$ cat src/rtl/sipo_pkg.sv
// Shared constants and helpers for the serial-in/parallel-out frame deserialiser.
package sipo_pkg;

    localparam int SHIFT_LSB_FIRST = 0;
    localparam int SHIFT_MSB_FIRST = 1;
    localparam int WIDTH_MIN       = 2;
    localparam int WIDTH_MAX       = 64;

    // Bit-counter width able to hold 0..width-1.
    function automatic int count_width(input int width);
        return (width <= 2) ? 1 : $clog2(width);
    endfunction

endpackage

$ cat src/rtl/sipo_frame_deserializer_if.sv
// Word-side output bus of the deserialiser (producer = master, consumer = slave).
interface sipo_frame_deserializer_if #(
    parameter int WIDTH = 8
);
    // Valid/ready: a word transfers on any clock edge where Out_Valid_Out and
    // Out_Ready_In are both 1; while Out_Valid_Out is 1 the word is held
    // stable unless a newer completed word overwrites it (overrun).
    logic [WIDTH-1:0] Parallel_Data_Out;
    logic             Out_Valid_Out;
    logic             Out_Ready_In;

    modport master (
        output Parallel_Data_Out,
        output Out_Valid_Out,
        input  Out_Ready_In
    );

    modport slave (
        input  Parallel_Data_Out,
        input  Out_Valid_Out,
        output Out_Ready_In
    );
endinterface

$ cat src/rtl/sipo_bit_counter.sv
// Word-boundary bit counter: counts enabled edges 0..WIDTH-1 and flags the last bit.
module sipo_bit_counter
    import sipo_pkg::*;
#(
    parameter int WIDTH   = 8,
    parameter int COUNT_W = 3
) (
    input  logic               clk,
    input  logic               rst,
    input  logic               en_in,
    input  logic               clr_in,
    input  logic               load_one_in,
    output logic [COUNT_W-1:0] count_out,
    output logic               last_bit_out
);

    logic [COUNT_W-1:0] count_q;
    logic [COUNT_W-1:0] count_d;
    logic               last_bit;

    assign last_bit = (count_q == COUNT_W'(WIDTH - 1));

    always_comb begin
        count_d = count_q;
        if (clr_in) begin
            // A bit sampled on the clearing edge is the first bit of the new frame.
            count_d = load_one_in ? COUNT_W'(1) : '0;
        end else if (en_in) begin
            count_d = last_bit ? '0 : count_q + COUNT_W'(1);
        end
    end

    always_ff @(negedge clk or posedge rst) begin
        if (rst) begin
            count_q <= '0;
        end else begin
            count_q <= count_d;
        end
    end

    assign count_out    = count_q;
    assign last_bit_out = last_bit;

endmodule

$ cat src/rtl/sipo_frame_deserializer.sv
// Serial-in/parallel-out deserialiser with frame resync, holding register,
// valid/ready output and sticky overrun flag; all state moves on the falling edge.
module sipo_frame_deserializer
    import sipo_pkg::*;
#(
    parameter int WIDTH     = 8,
    parameter int MSB_FIRST = SHIFT_LSB_FIRST,
    parameter int COUNT_W   = count_width(WIDTH)
) (
    input  logic                       Clk_In,
    input  logic                       Reset_In,
    input  logic                       Shift_En_In,
    input  logic                       Serial_Data_In,
    input  logic                       Frame_Sync_In,
    input  logic                       Overrun_Clr_In,
    sipo_frame_deserializer_if.master  out_if,
    output logic                       Overrun_Out,
    output logic [COUNT_W-1:0]         Bit_Count_Out,
    output logic [WIDTH-1:0]           Shift_Register_Out
);

    logic [WIDTH-1:0] sr_q, sr_d;
    logic [WIDTH-1:0] hold_q, hold_d;
    logic             valid_q, valid_d;
    logic             overrun_q, overrun_d;
    logic [WIDTH-1:0] sr_shifted;
    logic [WIDTH-1:0] sr_first_bit;
    logic             last_bit;
    logic             complete;

    sipo_bit_counter #(
        .WIDTH   (WIDTH),
        .COUNT_W (COUNT_W)
    ) u_bit_counter (
        .clk          (Clk_In),
        .rst          (Reset_In),
        .en_in        (Shift_En_In),
        .clr_in       (Frame_Sync_In),
        .load_one_in  (Shift_En_In),
        .count_out    (Bit_Count_Out),
        .last_bit_out (last_bit)
    );

    // Frame sync outranks completion, so a resync edge never emits a word.
    assign complete = Shift_En_In && last_bit && !Frame_Sync_In;

    always_comb begin
        sr_shifted   = '0;
        sr_first_bit = '0;
        if (MSB_FIRST != SHIFT_LSB_FIRST) begin
            sr_shifted      = {sr_q[WIDTH-2:0], Serial_Data_In};
            sr_first_bit[0] = Serial_Data_In;
        end else begin
            sr_shifted            = {Serial_Data_In, sr_q[WIDTH-1:1]};
            sr_first_bit[WIDTH-1] = Serial_Data_In;
        end
    end

    always_comb begin
        sr_d      = sr_q;
        hold_d    = hold_q;
        valid_d   = valid_q;
        overrun_d = overrun_q;

        if (Frame_Sync_In) begin
            sr_d = Shift_En_In ? sr_first_bit : '0;
        end else if (Shift_En_In) begin
            sr_d = sr_shifted;
        end

        if (valid_q && out_if.Out_Ready_In) begin
            valid_d = 1'b0;
        end
        if (Overrun_Clr_In) begin
            overrun_d = 1'b0;
        end

        // Newest word wins; losing an unaccepted word is recorded, and that
        // set takes priority over a simultaneous clear.
        if (complete) begin
            hold_d  = sr_shifted;
            valid_d = 1'b1;
            if (valid_q && !out_if.Out_Ready_In) begin
                overrun_d = 1'b1;
            end
        end
    end

    always_ff @(negedge Clk_In or posedge Reset_In) begin
        if (Reset_In) begin
            sr_q      <= '0;
            hold_q    <= '0;
            valid_q   <= 1'b0;
            overrun_q <= 1'b0;
        end else begin
            sr_q      <= sr_d;
            hold_q    <= hold_d;
            valid_q   <= valid_d;
            overrun_q <= overrun_d;
        end
    end

    assign out_if.Parallel_Data_Out = hold_q;
    assign out_if.Out_Valid_Out     = valid_q;
    assign Overrun_Out              = overrun_q;
    assign Shift_Register_Out       = sr_q;

endmodule

$ cat src/flat_wrapper.sv
// flat-port wrapper written by rule: the top's interface ports become plain ports
module sipo_frame_deserializer_flat import sipo_pkg::*;
#(
    parameter int WIDTH     = 8,
    parameter int MSB_FIRST = SHIFT_LSB_FIRST,
    parameter int COUNT_W   = count_width(WIDTH)
)
  (Clk_In, Reset_In, Shift_En_In, Serial_Data_In, Frame_Sync_In, Overrun_Clr_In, Overrun_Out, Bit_Count_Out, Shift_Register_Out, out_if_Parallel_Data_Out, out_if_Out_Valid_Out, out_if_Out_Ready_In);
  sipo_frame_deserializer_if #(.WIDTH(WIDTH)) out_if_i ();
  input  logic Clk_In;
  input  logic Reset_In;
  input  logic Shift_En_In;
  input  logic Serial_Data_In;
  input  logic Frame_Sync_In;
  input  logic Overrun_Clr_In;
  output logic Overrun_Out;
  output logic [COUNT_W-1:0] Bit_Count_Out;
  output logic [WIDTH-1:0] Shift_Register_Out;
  output wire logic [$bits(out_if_i.Parallel_Data_Out)-1:0] out_if_Parallel_Data_Out;
  output wire logic [$bits(out_if_i.Out_Valid_Out)-1:0] out_if_Out_Valid_Out;
  input wire logic [$bits(out_if_i.Out_Ready_In)-1:0] out_if_Out_Ready_In;
  assign out_if_Parallel_Data_Out = out_if_i.Parallel_Data_Out;
  assign out_if_Out_Valid_Out = out_if_i.Out_Valid_Out;
  assign out_if_i.Out_Ready_In = out_if_Out_Ready_In;
  sipo_frame_deserializer #(.WIDTH(WIDTH), .MSB_FIRST(MSB_FIRST), .COUNT_W(COUNT_W)) u_core (.Clk_In(Clk_In), .Reset_In(Reset_In), .Shift_En_In(Shift_En_In), .Serial_Data_In(Serial_Data_In), .Frame_Sync_In(Frame_Sync_In), .Overrun_Clr_In(Overrun_Clr_In), .out_if(out_if_i), .Overrun_Out(Overrun_Out), .Bit_Count_Out(Bit_Count_Out), .Shift_Register_Out(Shift_Register_Out));
endmodule
$ cat config.mk
export PLATFORM = sky130hd
export DESIGN_NAME = sipo_frame_deserializer_flat
export DESIGN_NICKNAME = d
export VERILOG_FILES = /design/src/rtl/sipo_pkg.sv /design/src/rtl/sipo_frame_deserializer_if.sv /design/src/rtl/sipo_bit_counter.sv /design/src/rtl/sipo_frame_deserializer.sv /design/src/flat_wrapper.sv
export SDC_FILE = /design/constraint.sdc
export NUM_CORES = 1
export LEC_CHECK = 0
export CAP_MARGIN = 10
export CORE_MARGIN = 2
export CORE_UTILIZATION = 48
export DETAILED_ROUTE_END_ITERATION = 12
export HOLD_SLACK_MARGIN = 0.1
export PLACE_DENSITY = 0.81
export SETUP_SLACK_MARGIN = 0.3
export SYNTH_ARGS = -nofsm -noshare
export SYNTH_HDL_FRONTEND = slang
export SYNTH_SLANG_ARGS = --single-unit
$ cat constraint.sdc
create_clock -name Clk_In -period 2.56 [get_ports Clk_In]
set_input_delay 0.256 -clock Clk_In [delete_from_list [all_inputs] [get_ports Clk_In]]
set_output_delay 0.256 -clock Clk_In [all_outputs]
set_load 0.01 [all_outputs]
==> impl_results.md <==
* Clk root buf: clkbuf_4
* Warnings from Yosys at 0
* Seq cells post-synth at 21
* Ports at 28
* Die ar. at 0.00226 mm²
* Switching power at 0.140 mW
* Top delay family on crit path: flip-flops
* Crit-path slowest cell: dfrtn_1
* Critical Path Stages at 1
* Post-synth top area share at 57.8%
* Worst EP arrival at 2160 ps
* Min-delay src: u_core.out_if.Parallel_Data_Out[7]$_DFFE_NP0P_
* Global Route Usage Sum at 20.7%
* Share of cells above drive strength 1 at 49.1%
* First-pass GRT wire length at 3.15 mm
* Syn_nets at 74
* Final Non-Filler Cells at 141
* Crit end category: primary output
* Placed cells at 125
* # rows at 15
* Final Wtd Congestion at 0.728
* Initial antenna violation count at 0
* Final WL at 2.03 mm
* Pwr dens at 446 mW/mm²
* Final instance area at 0.00131 mm²
* Maximum vdd ir drop at 0.273 mV
* Reg2reg start: u_core.u_bit_counter.count_out[1]$_DFFE_NP0P_
* Post-synth EDFFs at 0
* WL per Instance at 14.4 µm
* Post-Syn Area at 910 µm²
* CTS Buf Count at 3
* P&R area growth vs syn at 43.9%
* Post-Route Utilization at 75.0%
* PortBufs at 27
* 1st-iter DRT viols at 3
* Layout Skew at 0.784 ps
* Routed vias/inst at 4.84
* Final total power at 0.583 mW
* Sequential share of power at 59.2%
* DP Worst Slack at -234 ps
* Max-slew violations at 0
* Slew headroom at 81.0%
* Reg2Reg Setup Slack at 820 ps
* Synthesized instance count at 65
* Crit path buf inv count at 1
* Initial Utilization at 52.1%
* Worst Reg-to-Reg Cells at 6
* TritonRoute pass-1 iters at 4
* Metal2 WL at 1.00 mm
* CTS Hold Bufs at 0
* Die Wd at 47.5 µm
* Most frequently used cell type in the post-synthesis netlist: dfrtn_1
* Hold path depth at 1
* Combinational fraction of design power at 13.3%
* Worst-path clk slew at 70 ps
* Chip Height at 47.5 µm
* Hold path endpoint: u_core.out_if.Parallel_Data_Out[7]$_DFFE_NP0P_
* Internal Power at 0.443 mW
* CTS tree: done
* Hold crit path type: flip-flop to flip-flop
* Core ar. at 0.00175 mm²
* Worst slew pin tran at 286 ps
* Worst path required time at 2300 ps
* Slowest cell delay on critical path at 440 ps
* Largest net degree at the start of global routing at 22
* Switching Share at 24.0%
* Final hold viol count at 0
* Final net count at 126
* Crit Reg-Reg Endpoint: u_core.out_if.Parallel_Data_Out[5]$_DFFE_NP0P_
* CTS H-Tree Depth at 1
* WS Path Type: flip-flop to primary output
* Via count at 682
* Count of different cell masters after synthesis at 19
* Avg Cell Area, Syn at 14.0 µm²
* Met3 WL at 102 µm
* Sequential fraction of the synthesis area at 57.8%
* Final WS setup at 140 ps
* DP HPWL at 1.37 mm
* Top cells by count, synth: 21 x dfrtn_1, 9 x nor2_1, 8 x mux2_4, 8 x mux2i_1
* Max-Cap Viols at 0
* Most used DFF post-synth: dfrtn_1
* Detail Route Antenna Nets at 0
* Global route overflow at 0
* Status: complete, no violations
* Clock Power Share at 27.5%
* Crit-path max FO at 2
* Setup violators final at 0
* Leakage power total at 0.801 nW
* Setup_tns at 0 ps
* Vias in the first global route at 650
* Metal1 wirelength at 889 µm
* Area after DPL at 0.00127 mm²
* Top Layer Used: met4
* Clock Path Buffers at 2
* Min Hold Slack at 452 ps
* Diodes inserted at 0
* # DRC at 0
* CP Launch Type: flip-flop
* Clock sinks at 21
* Unrepaired setup endpoints after global routing: true
* Worst-Skew Late Latency at 300 ps
* Cell accounting for the most synthesized area: dfrtn_1
* Crit path cell chain: buf_2
* Synth area leaders: dfrtn_1 58%, mux2_4 13%, mux2i_1 8.8%
* FFs w/ async S/R, synth at 100%
## power groups by stage
stage / Clock, mW / Sequential (mW) / Combinational, mW
finish: 0.161 / 0.345 / 0.0776
global route: 0.178 / 0.346 / 0.0839
CTS: 0.164 / 0.345 / 0.0734
detailed placement: 0 / 0.352 / 0.0729
global placement: 0 / 0.351 / 0.0688
floorplan: 0 / 0.356 / 0.0303
## routing by layer
layer  global-route usage (%)  vias to the layer above
li1                         -                      323
met1                     26.4                      332
met2                     35.4                       22
met3                     3.40                        5
met4                     8.11                        0
met5                        0                        -
## logic make-up (layout without fill, tap and decap cells)
kind of cell	Yosys count	in the layout	synth area share, %
adder cells (fa/ha/maj)	2	2	2.75
multiplexers	16	16	22.0
AO/OA/AOI/OAI	5	5	3.85
AND/OR/NAND/NOR	15	16	9.35
buffers and inverters	6	56	4.26
flip-flops	21	21	57.8
## cell type report
type | instances | area [µm²]
Sequential cell | 21 | 526
Fill cell | 131 | 437
Multi-Input combinational cell | 39 | 365
Timing Repair Buffer | 50 | 353
Tap cell | 25 | 31.3
Clock buffer | 4 | 26.3
Inverter | 2 | 7.51
## state kept, by name, summed over array words and instances, names as in the netlist
name                             count
u_core.Shift_Register_Out            8
u_core.Overrun_Out                   1
u_core.u_bit_counter.count_out       3
u_core.out_if.Out_Valid_Out          1
u_core.out_if.Parallel_Data_Out      8
## cells in the final DEF (no fill, tap or decap)
| cell | instances |
|---|---|
| nor3b_1 | 1 |
| nor2_1 | 9 |
| a22o_1 | 1 |
| a21o_1 | 1 |
| mux2_4 | 8 |
| buf_2 | 19 |
| nand2b_1 | 2 |
| nand3b_4 | 2 |
| nand3b_1 | 1 |
| clkbuf_4 | 3 |
| o21bai_1 | 1 |
| clkdlybuf4s50_1 | 4 |
| clkdlybuf4s15_1 | 1 |
| buf_4 | 22 |
| ha_1 | 2 |
| clkbuf_1 | 1 |
| a21oi_1 | 1 |
| inv_1 | 2 |
| dfrtn_1 | 21 |
| o22ai_1 | 1 |
| buf_6 | 3 |
| nand2_1 | 1 |
| mux2i_1 | 8 |
| dlygate4sd2_1 | 1 |
## worst max-delay path by stage
stage	end	slack (ps)	start
3_3_place_gp	u_core.out_if.Parallel_Data_Out[7]$_DFFE_NP0P_	-190	Shift_En_In
2_1_floorplan	u_core.out_if.Parallel_Data_Out[0]$_DFFE_NP0P_	250	Shift_En_In
6_report	Bit_Count_Out[0]	140	u_core.u_bit_counter.count_out[0]$_DFFE_NP0P_
5_1_grt	Shift_Register_Out[1]	110	u_core.Shift_Register_Out[1]$_DFFE_NP0P_
4_1_cts	Shift_Register_Out[7]	130	u_core.Shift_Register_Out[7]$_DFFE_NP0P_
3_5_place_dp	u_core.out_if.Parallel_Data_Out[5]$_DFFE_NP0P_	-230	Shift_En_In
## timing repair
action / in CTS / in global routing
gates cloned: 1 / 0
resized for setup: 89 / 2
setup endpoints to repair: 42 / 26
setup buffers: 6 / 5
(Power assumes the default switching activity.)
